File: config.mk
export PLATFORM = sky130hd
export DESIGN_NAME = puf_array_eval_ctrl_flat
export DESIGN_NICKNAME = d
export VERILOG_FILES = /design/src/rtl/puf_array_eval_ctrl_pkg.sv /design/src/rtl/puf_array_eval_ctrl_if.sv /design/src/rtl/puf_array_eval_ctrl_vote_counter.sv /design/src/rtl/puf_array_eval_ctrl.sv /design/src/flat_wrapper.sv
export SDC_FILE = /design/constraint.sdc
export NUM_CORES = 1
export LEC_CHECK = 0
export CORE_MARGIN = 8
export CORE_UTILIZATION = 43
export CTS_BUF_LIST = sky130_fd_sc_hd__clkbuf_8
export DETAILED_ROUTE_END_ITERATION = 8
export GPL_ROUTABILITY_DRIVEN = 0
export PLACE_DENSITY = 0.78
export RECOVER_POWER = 100
export SLEW_MARGIN = 30
export SYNTH_ARGS = -nofsm -noshare
export SYNTH_HDL_FRONTEND = slang
export SYNTH_SLANG_ARGS = --single-unit
File: constraint.sdc
create_clock -name clk -period 1.37 [get_ports clk]
set_input_delay 0.137 -clock clk [delete_from_list [all_inputs] [get_ports clk]]
set_output_delay 0.137 -clock clk [all_outputs]
set_load 0.01 [all_outputs]
File: src/rtl/puf_array_eval_ctrl_pkg.sv
// Shared types and width helpers for the PUF array evaluation controller.
package puf_pkg;

    localparam int unsigned N_PUF_DEF  = 16;
    localparam int unsigned CHAL_W_DEF = 128;

    typedef enum logic [2:0] {
        S_IDLE,
        S_PRST,
        S_FIRE,
        S_SAMPLE,
        S_DONE
    } state_t;

    // Bits needed to count 0..n (inclusive), used for the per-bit tally.
    function automatic int unsigned tally_w(input int unsigned n);
        return $clog2(n + 1);
    endfunction

    // Bits needed to count 0..n-1, never less than one.
    function automatic int unsigned cnt_w(input int unsigned n);
        return (n > 1) ? $clog2(n) : 1;
    endfunction

endpackage

File: src/rtl/puf_array_eval_ctrl_if.sv
// Host-side request/response bundle of the PUF array evaluation controller.
interface puf_array_eval_ctrl_if #(
    parameter int unsigned N_PUF  = 16,
    parameter int unsigned CHAL_W = 128
);
    logic              start;
    logic [CHAL_W-1:0] challenge;
    logic              busy;
    logic              done;
    logic [N_PUF-1:0]  response;
    logic [N_PUF-1:0]  unstable;

    modport master (
        output start, challenge,
        input  busy, done, response, unstable
    );

    modport slave (
        input  start, challenge,
        output busy, done, response, unstable
    );
endinterface

File: src/rtl/puf_array_eval_ctrl_vote_counter.sv
// One response bit: 2-flop synchroniser, running tally and majority/instability decision.
module puf_vote_counter
    import puf_pkg::*;
#(
    parameter int unsigned N_EVAL = 7
) (
    input  logic clk,
    input  logic reset,
    input  logic raw,
    input  logic clear,
    input  logic sample_en,
    input  logic vote_en,
    output logic response,
    output logic unstable
);
    localparam int unsigned TALLY_W = tally_w(N_EVAL);

    logic [1:0]         sync;
    logic [TALLY_W-1:0] tally;
    logic [TALLY_W-1:0] tally_nxt;

    // Synchronise the asynchronous arbiter output; contents only matter in SAMPLE.
    always_ff @(posedge clk) begin
        sync <= {sync[0], raw};
    end

    // Tally including the current sample, so the vote can be registered on the last SAMPLE edge.
    always_comb begin
        tally_nxt = tally;
        if (sample_en && sync[1]) begin
            tally_nxt = tally + TALLY_W'(1);
        end
    end

    // Tally accumulation and registered vote outputs.
    always_ff @(posedge clk) begin
        if (reset) begin
            tally    <= '0;
            response <= 1'b0;
            unstable <= 1'b0;
        end else begin
            if (clear) begin
                tally <= '0;
            end else begin
                tally <= tally_nxt;
            end
            if (vote_en) begin
                response <= (tally_nxt > TALLY_W'(N_EVAL / 2));
                unstable <= (tally_nxt != '0) && (tally_nxt != TALLY_W'(N_EVAL));
            end
        end
    end

endmodule

File: src/rtl/puf_array_eval_ctrl.sv
// Evaluation controller for an array of PDL arbiter PUFs: repeated reset/trigger/sample
// rounds on one latched challenge, with per-bit majority vote and instability flag.
module puf_array_eval_ctrl
    import puf_pkg::*;
#(
    parameter int unsigned N_PUF      = N_PUF_DEF,
    parameter int unsigned CHAL_W     = CHAL_W_DEF,
    parameter int unsigned N_EVAL     = 7,
    parameter int unsigned RST_CYC    = 4,
    parameter int unsigned SETTLE_CYC = 8
) (
    input  logic                 clk,
    input  logic                 reset,
    puf_array_eval_ctrl_if.slave host,
    output logic [CHAL_W-1:0]    puf_challenge,
    output logic                 puf_trigger,
    output logic                 puf_reset,
    input  logic [N_PUF-1:0]     puf_resp_raw
);
    localparam int unsigned EVAL_W  = cnt_w(N_EVAL);
    localparam int unsigned TIMER_W = cnt_w((RST_CYC > SETTLE_CYC) ? RST_CYC : SETTLE_CYC);

    state_t             state;
    state_t             state_nxt;
    logic [EVAL_W-1:0]  eval_cnt;
    logic [TIMER_W-1:0] timer;
    logic               last_round;
    logic               accept;
    logic               sample_en;
    logic               vote_en;
    logic               busy_nxt;
    logic               done_nxt;
    logic               trig_nxt;
    logic               prst_nxt;

    assign last_round = (eval_cnt == EVAL_W'(N_EVAL - 1));
    assign accept     = (state == S_IDLE) && host.start;
    assign sample_en  = (state == S_SAMPLE);
    assign vote_en    = sample_en && last_round;

    // Next state and next values of the registered outputs.
    always_comb begin
        state_nxt = state;
        unique case (state)
            S_IDLE:   if (host.start) state_nxt = S_PRST;
            S_PRST:   if (timer == TIMER_W'(RST_CYC - 1)) state_nxt = S_FIRE;
            S_FIRE:   if (timer == TIMER_W'(SETTLE_CYC - 1)) state_nxt = S_SAMPLE;
            S_SAMPLE: state_nxt = last_round ? S_DONE : S_PRST;
            S_DONE:   state_nxt = S_IDLE;
            default:  state_nxt = S_IDLE;
        endcase
        busy_nxt = (state_nxt != S_IDLE);
        done_nxt = (state_nxt == S_DONE);
        trig_nxt = (state_nxt == S_FIRE) || (state_nxt == S_SAMPLE);
        prst_nxt = !trig_nxt;
    end

    // State register, round/timing counters, challenge latch and registered outputs.
    always_ff @(posedge clk) begin
        if (reset) begin
            state         <= S_IDLE;
            timer         <= '0;
            eval_cnt      <= '0;
            puf_challenge <= '0;
            host.busy     <= 1'b0;
            host.done     <= 1'b0;
            puf_trigger   <= 1'b0;
            puf_reset     <= 1'b1;
        end else begin
            state <= state_nxt;
            timer <= (state_nxt != state) ? '0 : timer + TIMER_W'(1);
            if (accept) begin
                puf_challenge <= host.challenge;
                eval_cnt      <= '0;
            end else if (sample_en && !last_round) begin
                eval_cnt <= eval_cnt + EVAL_W'(1);
            end
            host.busy   <= busy_nxt;
            host.done   <= done_nxt;
            puf_trigger <= trig_nxt;
            puf_reset   <= prst_nxt;
        end
    end

    for (genvar i = 0; i < N_PUF; i++) begin : g_bit
        puf_vote_counter #(.N_EVAL(N_EVAL)) u_vote (
            .clk       (clk),
            .reset     (reset),
            .raw       (puf_resp_raw[i]),
            .clear     (accept),
            .sample_en (sample_en),
            .vote_en   (vote_en),
            .response  (host.response[i]),
            .unstable  (host.unstable[i])
        );
    end

endmodule

File: src/flat_wrapper.sv
// flat-port wrapper written by rule: the top's interface ports become plain ports
module puf_array_eval_ctrl_flat import puf_pkg::*;
#(
    parameter int unsigned N_PUF      = N_PUF_DEF,
    parameter int unsigned CHAL_W     = CHAL_W_DEF,
    parameter int unsigned N_EVAL     = 7,
    parameter int unsigned RST_CYC    = 4,
    parameter int unsigned SETTLE_CYC = 8
)
  (clk, reset, puf_challenge, puf_trigger, puf_reset, puf_resp_raw, host_start, host_challenge, host_busy, host_done, host_response, host_unstable);
  puf_array_eval_ctrl_if #(.N_PUF(N_PUF), .CHAL_W(CHAL_W)) host_i ();
  input  logic clk;
  input  logic reset;
  output logic [CHAL_W-1:0] puf_challenge;
  output logic puf_trigger;
  output logic puf_reset;
  input  logic [N_PUF-1:0] puf_resp_raw;
  input wire logic [$bits(host_i.start)-1:0] host_start;
  input wire logic [$bits(host_i.challenge)-1:0] host_challenge;
  output wire logic [$bits(host_i.busy)-1:0] host_busy;
  output wire logic [$bits(host_i.done)-1:0] host_done;
  output wire logic [$bits(host_i.response)-1:0] host_response;
  output wire logic [$bits(host_i.unstable)-1:0] host_unstable;
  assign host_i.start = host_start;
  assign host_i.challenge = host_challenge;
  assign host_busy = host_i.busy;
  assign host_done = host_i.done;
  assign host_response = host_i.response;
  assign host_unstable = host_i.unstable;
  puf_array_eval_ctrl #(.N_PUF(N_PUF), .CHAL_W(CHAL_W), .N_EVAL(N_EVAL), .RST_CYC(RST_CYC), .SETTLE_CYC(SETTLE_CYC)) u_core (.clk(clk), .reset(reset), .host(host_i), .puf_challenge(puf_challenge), .puf_trigger(puf_trigger), .puf_reset(puf_reset), .puf_resp_raw(puf_resp_raw));
endmodule
==> results.sh <==
export IMPL_hold_path_class="primary input to flop"
export IMPL_path_max_fanout=5
export IMPL_synth_edf_count=0
export IMPL_initial_utilization=0.4329
export IMPL_io_buffers=310
export IMPL_grt_use_met3=0.05063
export IMPL_clkLatencyLatePin_ns=0.55
export IMPL_cts_sinks=253
export IMPL_fin_setup_tns_ns=-24.86
export IMPL_grt_start_max_net_pins=84
export IMPL_synth_async_reset_ratio=0
export IMPL_dp_slack_ns=-0.3441
export IMPL_ios=311
export IMPL_viasPerCell=5.140
export IMPL_setup_violations=215
export IMPL_gr_usage_met2=0.4073
export IMPL_crit_path_start_kind="flop"
export IMPL_grt_busiest_layer="met2"
export IMPL_num_vias=9484
export IMPL_failed_checks="setup timing"
export IMPL_synthDistinctLibCells=39
export IMPL_powerDensity_nw_per_um2=1051
export IMPL_synth_top_flop_cell="dfxtp_1"
export IMPL_cts_htree_levels=2
export IMPL_ys_warn_count=0
export IMPL_drtPass1Iterations=5
export IMPL_netlist_area_um2=9712
export IMPL_crit_path_end_kind="flop"
export IMPL_syn_area_per_cell_um2=8.640
export IMPL_worst_setup_path_type="flop to flop"
export IMPL_core_region_area_um2=22430
export IMPL_hold_ws_ns=0.1378
export IMPL_cts_buffer_depth=3
export IMPL_fp_dieArea_um2=27650
export IMPL_total_power_mw=16.62
export IMPL_setup_slack_ns=-0.2382
export IMPL_hold_viol_final=0
export IMPL_dieHeight_um=166.3
export IMPL_cts_buffers_inserted=43
export IMPL_layout_drive_gt1_share=0.2239
export IMPL_status="finished, violations left"
export IMPL_path_clk_slew_ns=0.06
export IMPL_slew_violations=0
export IMPL_drcViolationCount=0
export IMPL_syn_inst=1124
export IMPL_rows=55
export IMPL_cp_data_required_time_ns=1.82
export IMPL_hpwl_um=22160
export IMPL_period_share=1.174
export IMPL_cp_arrival_ns=2.06
export IMPL_rsz0062_at_grt="true"
export IMPL_tritoncts="built"
export IMPL_worstMarginPinSlew_ns=0.4043
export IMPL_nets=1696
export IMPL_grt_first_pass_wirelength_um=50530
export IMPL_drt_wirelength_per_cell_um=19.00
export IMPL_die_width_um=166.3
export IMPL_grt_use_total=0.2248
export IMPL_dr_first_iter_drc_count=675
export IMPL_ir_drop_mv=0.8866
export IMPL_syn_nets=1292
export IMPL_maxCapViolations=0
export IMPL_ant_nets=0
export IMPL_areaGrowthSynthToFinish_pct=62.81
export IMPL_ys_seq_area_frac=0.5215
export IMPL_grt_pass1_vias=9230
export IMPL_ys_ff_latch=253
export IMPL_overflow=0
export IMPL_fmax_mhz=621.8
export IMPL_skew_ns=0.01811
export IMPL_clockRootBuffer="clkbuf_8"
export IMPL_slew_headroom=0.7305
export IMPL_grtUsageMet1=0.2467
export IMPL_fin_util=0.7048
export IMPL_antenna_found_initial=1
export IMPL_totalWireLength_um=35060
export IMPL_leakage_nw=6.968
export IMPL_fin_crit_ns=1.608
## timing repair
action / 4_1_cts / 5_1_grt
hold buffers: 1 / 0
cloned: 10 / 12
gates resized for setup: 243 / 97
pin swaps: 22 / 24
buffers inserted: 19 / 13
hold endpoints to repair: 7 / 0
setup endpoints to repair: 376 / 229
## worst paths after layout
kind	start	to	slack (ns)	depth (start not counted)
max	u_core.state[0]$_SDFF_PP0_	u_core.g_bit[13].u_vote.response$_SDFFE_PP0N_	-0.24	7
min	puf_resp_raw[14]	u_core.g_bit[14].u_vote.sync[0]$_DFF_P_	0.14	1
max reg2reg	u_core.state[0]$_SDFF_PP0_	u_core.g_bit[13].u_vote.response$_SDFFE_PP0N_	-0.24	7
min reg2reg	u_core.g_bit[1].u_vote.sync[0]$_DFF_P_	u_core.g_bit[1].u_vote.sync[1]$_DFF_P_	0.32	0
## synth_stat cells (all sizes together), types with 8 or more instances
cell type	number	area, um2
or3	15	93.84
ha	21	262.8
dfxtp	253	5065
a221o	11	110.1
buf	80	514.3
a211oi	28	220.2
nand2b	8	50.05
xor2	41	359.1
clkbuf	20	75.07
nor2b	12	75.07
xnor2	8	70.07
nor2	85	321.6
a21oi	150	750.7
nand2	293	1150
a31oi	8	50.05
nand3	52	260.3
## logic make-up (layout without fill, tap and decap cells)
family | Yosys count | count (layout) | synth area share
adder cells (fa/ha/maj) | 21 | 21 | 0.02705
flip-flops | 253 | 253 | 0.5215
buffers and inverters | 105 | 540 | 0.06261
AND/OR/NAND/NOR | 480 | 480 | 0.2114
XOR/XNOR | 49 | 49 | 0.04419
multiplexers | 4 | 4 | 0.004123
other | 0 | 1 | 0
AO/OA/AOI/OAI | 212 | 212 | 0.1291
## critical path: stages, from the launching register on
cell and delay, ns:
dfxtp_2 0.36, and3b_2 0.27, buf_12 0.15, buf_12 0.10, buf_16 0.11, nand3_4 0.10, xor2_4 0.18, a211oi_2 0.26
## sequential cells by signal (all words and copies together) (netlist names)
name                          count
u_core.host.busy                  1
u_core.state                      3
u_core.timer                      3
u_core.puf_reset                  1
u_core.g_bit.u_vote.sync         32
u_core.host.done                  1
u_core.puf_challenge            128
u_core.eval_cnt                   3
u_core.g_bit.u_vote.unstable     16
u_core.g_bit.u_vote.response     16
u_core.puf_trigger                1
u_core.g_bit.u_vote.tally        48
## final cells by class
cell class	instances	area [um2]
repair buffers	459	4745
clock buffers	54	743.2
clock inverters	22	122.6
diodes	1	2.502
multi-input cells	766	4743
well taps	285	356.6
fillers	1610	6623
flip-flops and latches	253	5080
inverters	5	18.77
## per-stage QoR
| stage | instance area [um2] | cells |
|---|---|---|
| 2_1_floorplan | 10040 | 1124 |
| 3_3_place_gp | 13690 | 1719 |
| 3_5_place_dp | 13690 | 1719 |
| 4_1_cts | 15100 | 1825 |
| 5_1_grt | 15810 | 1845 |
| 6_report | 15810 | 1845 |
## metal layers
layer  wire [um]  part of all wire
met2       18170              0.52
met3        1958             0.056
met5           0                 0
met4        1362             0.039
met1       13570              0.39
## power by group
part	internal, mW	leakage [nW]	switching (mW)	total [mW]
combinational	1.09	4.39	0.961	2.05
clock	3.73	0.503	3.01	6.74
sequential	7.66	2.08	0.168	7.83
total	12.5	6.97	4.14	16.6
## cells in the final DEF, fill, tap and decap left out, drive strengths merged, types with 2 or more instances in the layout
cell and instances:
xor2 41, buf 140, a211oi 28, xnor2 8
inv 21, dlygate4sd2 154, o41ai 2, a311oi 3
clkdlybuf4s15 10, ha 21, bufbuf 2, nand2b 8
mux2i 4, a31oi 8, nor3 7, a221o 11
clkdlybuf4s50 129, dlygate4sd3 17, a32oi 2, o21ai 3
nor4b 2, a2bb2oi 3, nand2 293, a21oi 150
nor2 85, nand3 52, nor2b 12, clkbuf 61
dfxtp 253, or3 15, nand4b 2, clkinv 4
(Power assumes the default switching activity.)
==> variant 1: new RTL, same settings <==
Make the reset (`reset`) asynchronous in 2 clocked blocks.
--- a/src/rtl/puf_array_eval_ctrl_vote_counter.sv
+++ b/src/rtl/puf_array_eval_ctrl_vote_counter.sv
@@ -34,5 +34,5 @@
 
     // Tally accumulation and registered vote outputs.
-    always_ff @(posedge clk) begin
+    always_ff @(posedge clk or posedge reset) begin
         if (reset) begin
             tally    <= '0;
--- a/src/rtl/puf_array_eval_ctrl.sv
+++ b/src/rtl/puf_array_eval_ctrl.sv
@@ -57,5 +57,5 @@
 
     // State register, round/timing counters, challenge latch and registered outputs.
-    always_ff @(posedge clk) begin
+    always_ff @(posedge clk or posedge reset) begin
         if (reset) begin
             state         <= S_IDLE;
Behaviour: differs if reset is asserted again (counterexample within 4 cycles, from zero or initial values and one cycle with reset high); with reset held inactive, the same outputs for 4 cycles.
==> variant 1 against the unedited design <==
  * The run still ends with negative setup slack left
  * Maximum frequency down 9.2%
  * Sequential cell count unchanged
  * Utilization up 2.3 points
  * Wire length up 12%
  * Clock skew up 0.0014 ns
  * Cell area up 11%
  * Critical path depth up 2
  * Synthesized area up 7.0%
  * Setup slack worse by 0.16 ns
  * Global-route usage up 2.6 points
Power is not compared: it rests on default switching activity, and its combinational part moved more than twofold at a synthesized area within 25%.
==> variant 1: results (changes against the unedited design) <==
metric,value,unit,change
layout cells sized above 1,0.389,,+0.165
Synth Area in Compound Gates,0.0550,,-0.0741
biggest regs,"u_core.puf_challenge: 128 flops, u_core.g_bit.u_vote.tally: 48 flops, u_core.g_bit.u_vote.sync: 32 flops",,
outcome,"complete, but fails checks",,
met1 usage,0.277,,+0.0303
post-detail-place hpwl,23600,um,+6.4%
ys async rst share,0.874,,+0.874
met2 Usage GRT,0.440,,+0.0328
final setup fails,214,,-0.47%
CP arrival,2.18,ns,+0.12 ns
XOR/XNOR Fraction of Synth Area,0.0413,,-0.00289
routed length per instance,24.3,um,+28%
port bufs,310,,unchanged
Post-CTS Setup Bufs,28,,+9
met2 WL,19900,um,+9.6%
CTS Buf Count,44,,+2.3%
clk buf depth,3,,unchanged
uppermost layer routed,met5,,
Tightest Hold Check Type,input port to flop,,
CTS Root Cell,clkbuf_8,,
Ys Warns,0,,unchanged
initial antenna violation count,7,,+6
adder-cell area share of the yosys netlist,0.0253,,-0.00177
post-CTS sizing,425,,+75%
H-tree levels,2,,unchanged
ranking of synthesized cells by area,"dfrtp_1 53%, mux2_2 13%, dfxtp_1 6.2%",,
Static Leakage,7.75,nW,
fin nets,1434,,-15%
failing checks,negative setup slack,,
drt initial violations,515,,-24%
clock latency on the worst-skew pair,0.54,ns,
post-synthesis sequential area ratio,0.594,,+0.0724
post-synth cell types,40,,+2.6%
worst-margin pin slew,0.871,ns,+0.467 ns
vias in the first global route,9064,,-1.8%
largest net degree at the start of global routing,59,,-30%
Met1 Wirelength,14600,um,+7.6%
"Hold Vio Cnt, Final",0,,unchanged
Global Route Usage Sum,0.251,,+0.0263
post-synthesis mux area share,0.141,,+0.137
total negative slack,-62.78,ns,-37.92 ns
Syn Nets,991,,-23%
peak fanout along the critical path,5,,unchanged
Met3 Wirelength,2800,um,+43%
final hold slack,0.147,ns,+0.00919 ns
DR pass1 iterations,6,,+1
global-route wire length before repair,55800,um,+10%
top post-synthesis cells by count,"220 x dfrtp_1, 124 x mux2_2, 63 x nand3_1, 52 x nor2_1, 51 x nand2_1",,
Clock Skew,0.0195,ns,+0.00144 ns
grt met3 use,0.0757,,+0.0251
Final WS setup,-0.401,ns,-0.163 ns
clock-pin slew on the worst setup and hold paths,0.06,ns,about the same
post-DR vias/cell,5.23,,+1.8%
## variant 1: critical path, stage by stage (launching register included)
cell and delay, ns:
dfrtp_1 0.41, buf_6 0.13, and3b_2 0.26, buf_12 0.16
buf_12 0.12, buf_16 0.13, buf_6 0.11, nand2_4 0.07
xor2_1 0.17, nor2_1 0.07
## variant 1: area by class of cell
class / count / area [um^2]
Clock buffer: 52 / 716
Inverter: 23 / 92.6
Tap cell: 324 / 405
Antenna cell: 1 / 2.50
Timing Repair Buffer: 463 / 4920
Fill cell: 1502 / 6550
Clock inverter: 25 / 130
Sequential cell: 253 / 6170
Multi-Input combinational cell: 481 / 5050
## variant 1: power breakdown
group,internal [mW],switching [mW],leakage (nW)
Combinational,9.41,7.40,4.20
Clock,3.63,3.12,0.505
Sequential,10.2,2.15,3.04
Total,23.2,12.7,7.75
## variant 1: path summary, 6_finish.rpt
kind                                                  from                         endpoint  cells past startpoint
hold / removal                             puf_resp_raw[2]   u_core.g_bit[2].u_vote.sync[0]                      1
max in group asynchronous                            reset         u_core.puf_challenge[24]                      4
hold reg to reg            u_core.g_bit[15].u_vote.sync[0]  u_core.g_bit[15].u_vote.sync[1]                      0
setup / recovery                           u_core.state[1]  u_core.g_bit[5].u_vote.tally[0]                      9
min in group asynchronous                            reset          u_core.puf_challenge[7]                      3
setup reg to reg                           u_core.state[1]  u_core.g_bit[5].u_vote.tally[0]                      9
## variant 1: per-stage QoR
stage	power, mW	area, um^2	setup slack, ns	cells
3_5_place_dp	27.3	15100	-0.487	1484
3_3_place_gp	26.8	15100	-0.449	1484
4_1_cts	35.0	17200	-0.385	1606
5_1_grt	37.6	17500	-0.468	1621
6_report	35.9	17500	-0.401	1622
2_1_floorplan	20.0	11200	-1.65	823
==> variant 2: new RTL, same flow settings <==
Made on the original files. `SETTLE_CYC` is set to 8 in 2 places; all go to 16.
--- a/src/rtl/puf_array_eval_ctrl.sv
+++ b/src/rtl/puf_array_eval_ctrl.sv
@@ -8,5 +8,5 @@
     parameter int unsigned N_EVAL     = 7,
     parameter int unsigned RST_CYC    = 4,
-    parameter int unsigned SETTLE_CYC = 8
+    parameter int unsigned SETTLE_CYC = 16
 ) (
     input  logic                 clk,
--- a/src/flat_wrapper.sv
+++ b/src/flat_wrapper.sv
@@ -6,5 +6,5 @@
     parameter int unsigned N_EVAL     = 7,
     parameter int unsigned RST_CYC    = 4,
-    parameter int unsigned SETTLE_CYC = 8
+    parameter int unsigned SETTLE_CYC = 16
 )
   (clk, reset, puf_challenge, puf_trigger, puf_reset, puf_resp_raw, host_start, host_challenge, host_busy, host_done, host_response, host_unstable);
Check against the original RTL: same outputs for any inputs over 4 cycles, from zero or initial values and one cycle with reset high; that may be too few to reach the edited logic, so the function may still have changed.
==> variant 2 against the unedited design <==
  * Wire length grew 34%
  * Utilization is 10 points higher
  * Power is 7.8% higher
  * Non-clock buffer count rose by 17
  * Largest cell class is now multi-input gates
  * The flow still finishes with violations (negative setup slack)
  * Cell area increased by 11%
  * Sequential cell count rose by 1
  * Setup slack lost 0.14 ns
  * Synthesized cell count shrank 0.89%
  * Synthesized area fell by 1.4%
  * Clock power fell by 0.9%
  * Clock skew grew 0.0098 ns
==> variant 2: results (changes against the unedited design) <==
metric,value,unit,change
outcome,"complete, but fails checks",,
failing checks,negative setup slack,,
Post-Synthesis Cells,1114,,-0.89%
Final WS setup,-0.379,ns,-0.141 ns
met1 usage,0.254,,+0.00703
Clock-cell share,0.0461,,-0.00862
Syn Nets,1280,,-0.93%
crit path to,u_core.puf_challenge[61],,
CP arrival,2.19,ns,+0.13 ns
post-synthesis sequential area ratio,0.531,,+0.00938
relative slew slack,0.699,,-0.0316
initial antenna violation count,3,,+2
Worst Hold Launch,puf_resp_raw[15],,
Static Leakage,7.85,nW,+13%
placed instance count,1704,,-0.87%
Clock Buffer Count,55,,+1.9%
CP max stage delay,0.34,ns,-0.02 ns
top post-synthesis cells by count,"289 x nand2_1, 254 x dfxtp_1, 147 x a21oi_1, 85 x nor2_1, 65 x nand3_1",,
post-detail-place hpwl,21400,um,-3.4%
multi-input gates,761,,-0.65%
layout cells sized above 1,0.410,,+0.186
adder-cell area share of the yosys netlist,0.0248,,-0.00223
CTS Buf Count,42,,-2.3%
flop-to-flop setup slack,-0.38,ns,-0.14 ns
Seq cells,254,,+0.40%
global-route wire length before repair,51800,um,+2.4%
FF-to-FF End,u_core.puf_challenge[61],,
die width,165,um,-0.63%
XOR/XNOR Fraction of Synth Area,0.0466,,+0.00245
final setup fails,249,,+16%
post-synthesis mux area share,0,,-0.00412
Synth Area in Compound Gates,0.123,,-0.00656
final hold slack,0.148,ns,+0.0102 ns
variant 2: cell count changes after synthesis, moves of 7 or more:
cell | before | now
nand2b_1 | 8 | 1
clkbuf_1 | 20 | 33
buf_2 | 41 | 27
nand3_1 | 52 | 65
a211oi_1 | 26 | 17
a311oi_1 | 3 | 16
a31oi_1 | 8 | 1
nor2b_1 | 12 | 20
variant 2: stage by stage:
stage,TNS [ns],total power [mW]
after floorplan,-11.66,8.76
after global placement,-57.48,9.86
after detailed placement,-65.04,9.91
after CTS,-39.04,16.8
after global routing,-61.86,18.4
final,-54.72,17.9
variant 2: kinds of logic (layout without fill, tap and decap cells):
kind of cell | count (synthesis) | in the layout
compound gates | 198 | 198
xor+xnor | 51 | 51
fa+ha+maj | 19 | 19
buf+inv | 100 | 547
flops | 254 | 254
other cells | 0 | 3
simple gates | 492 | 493
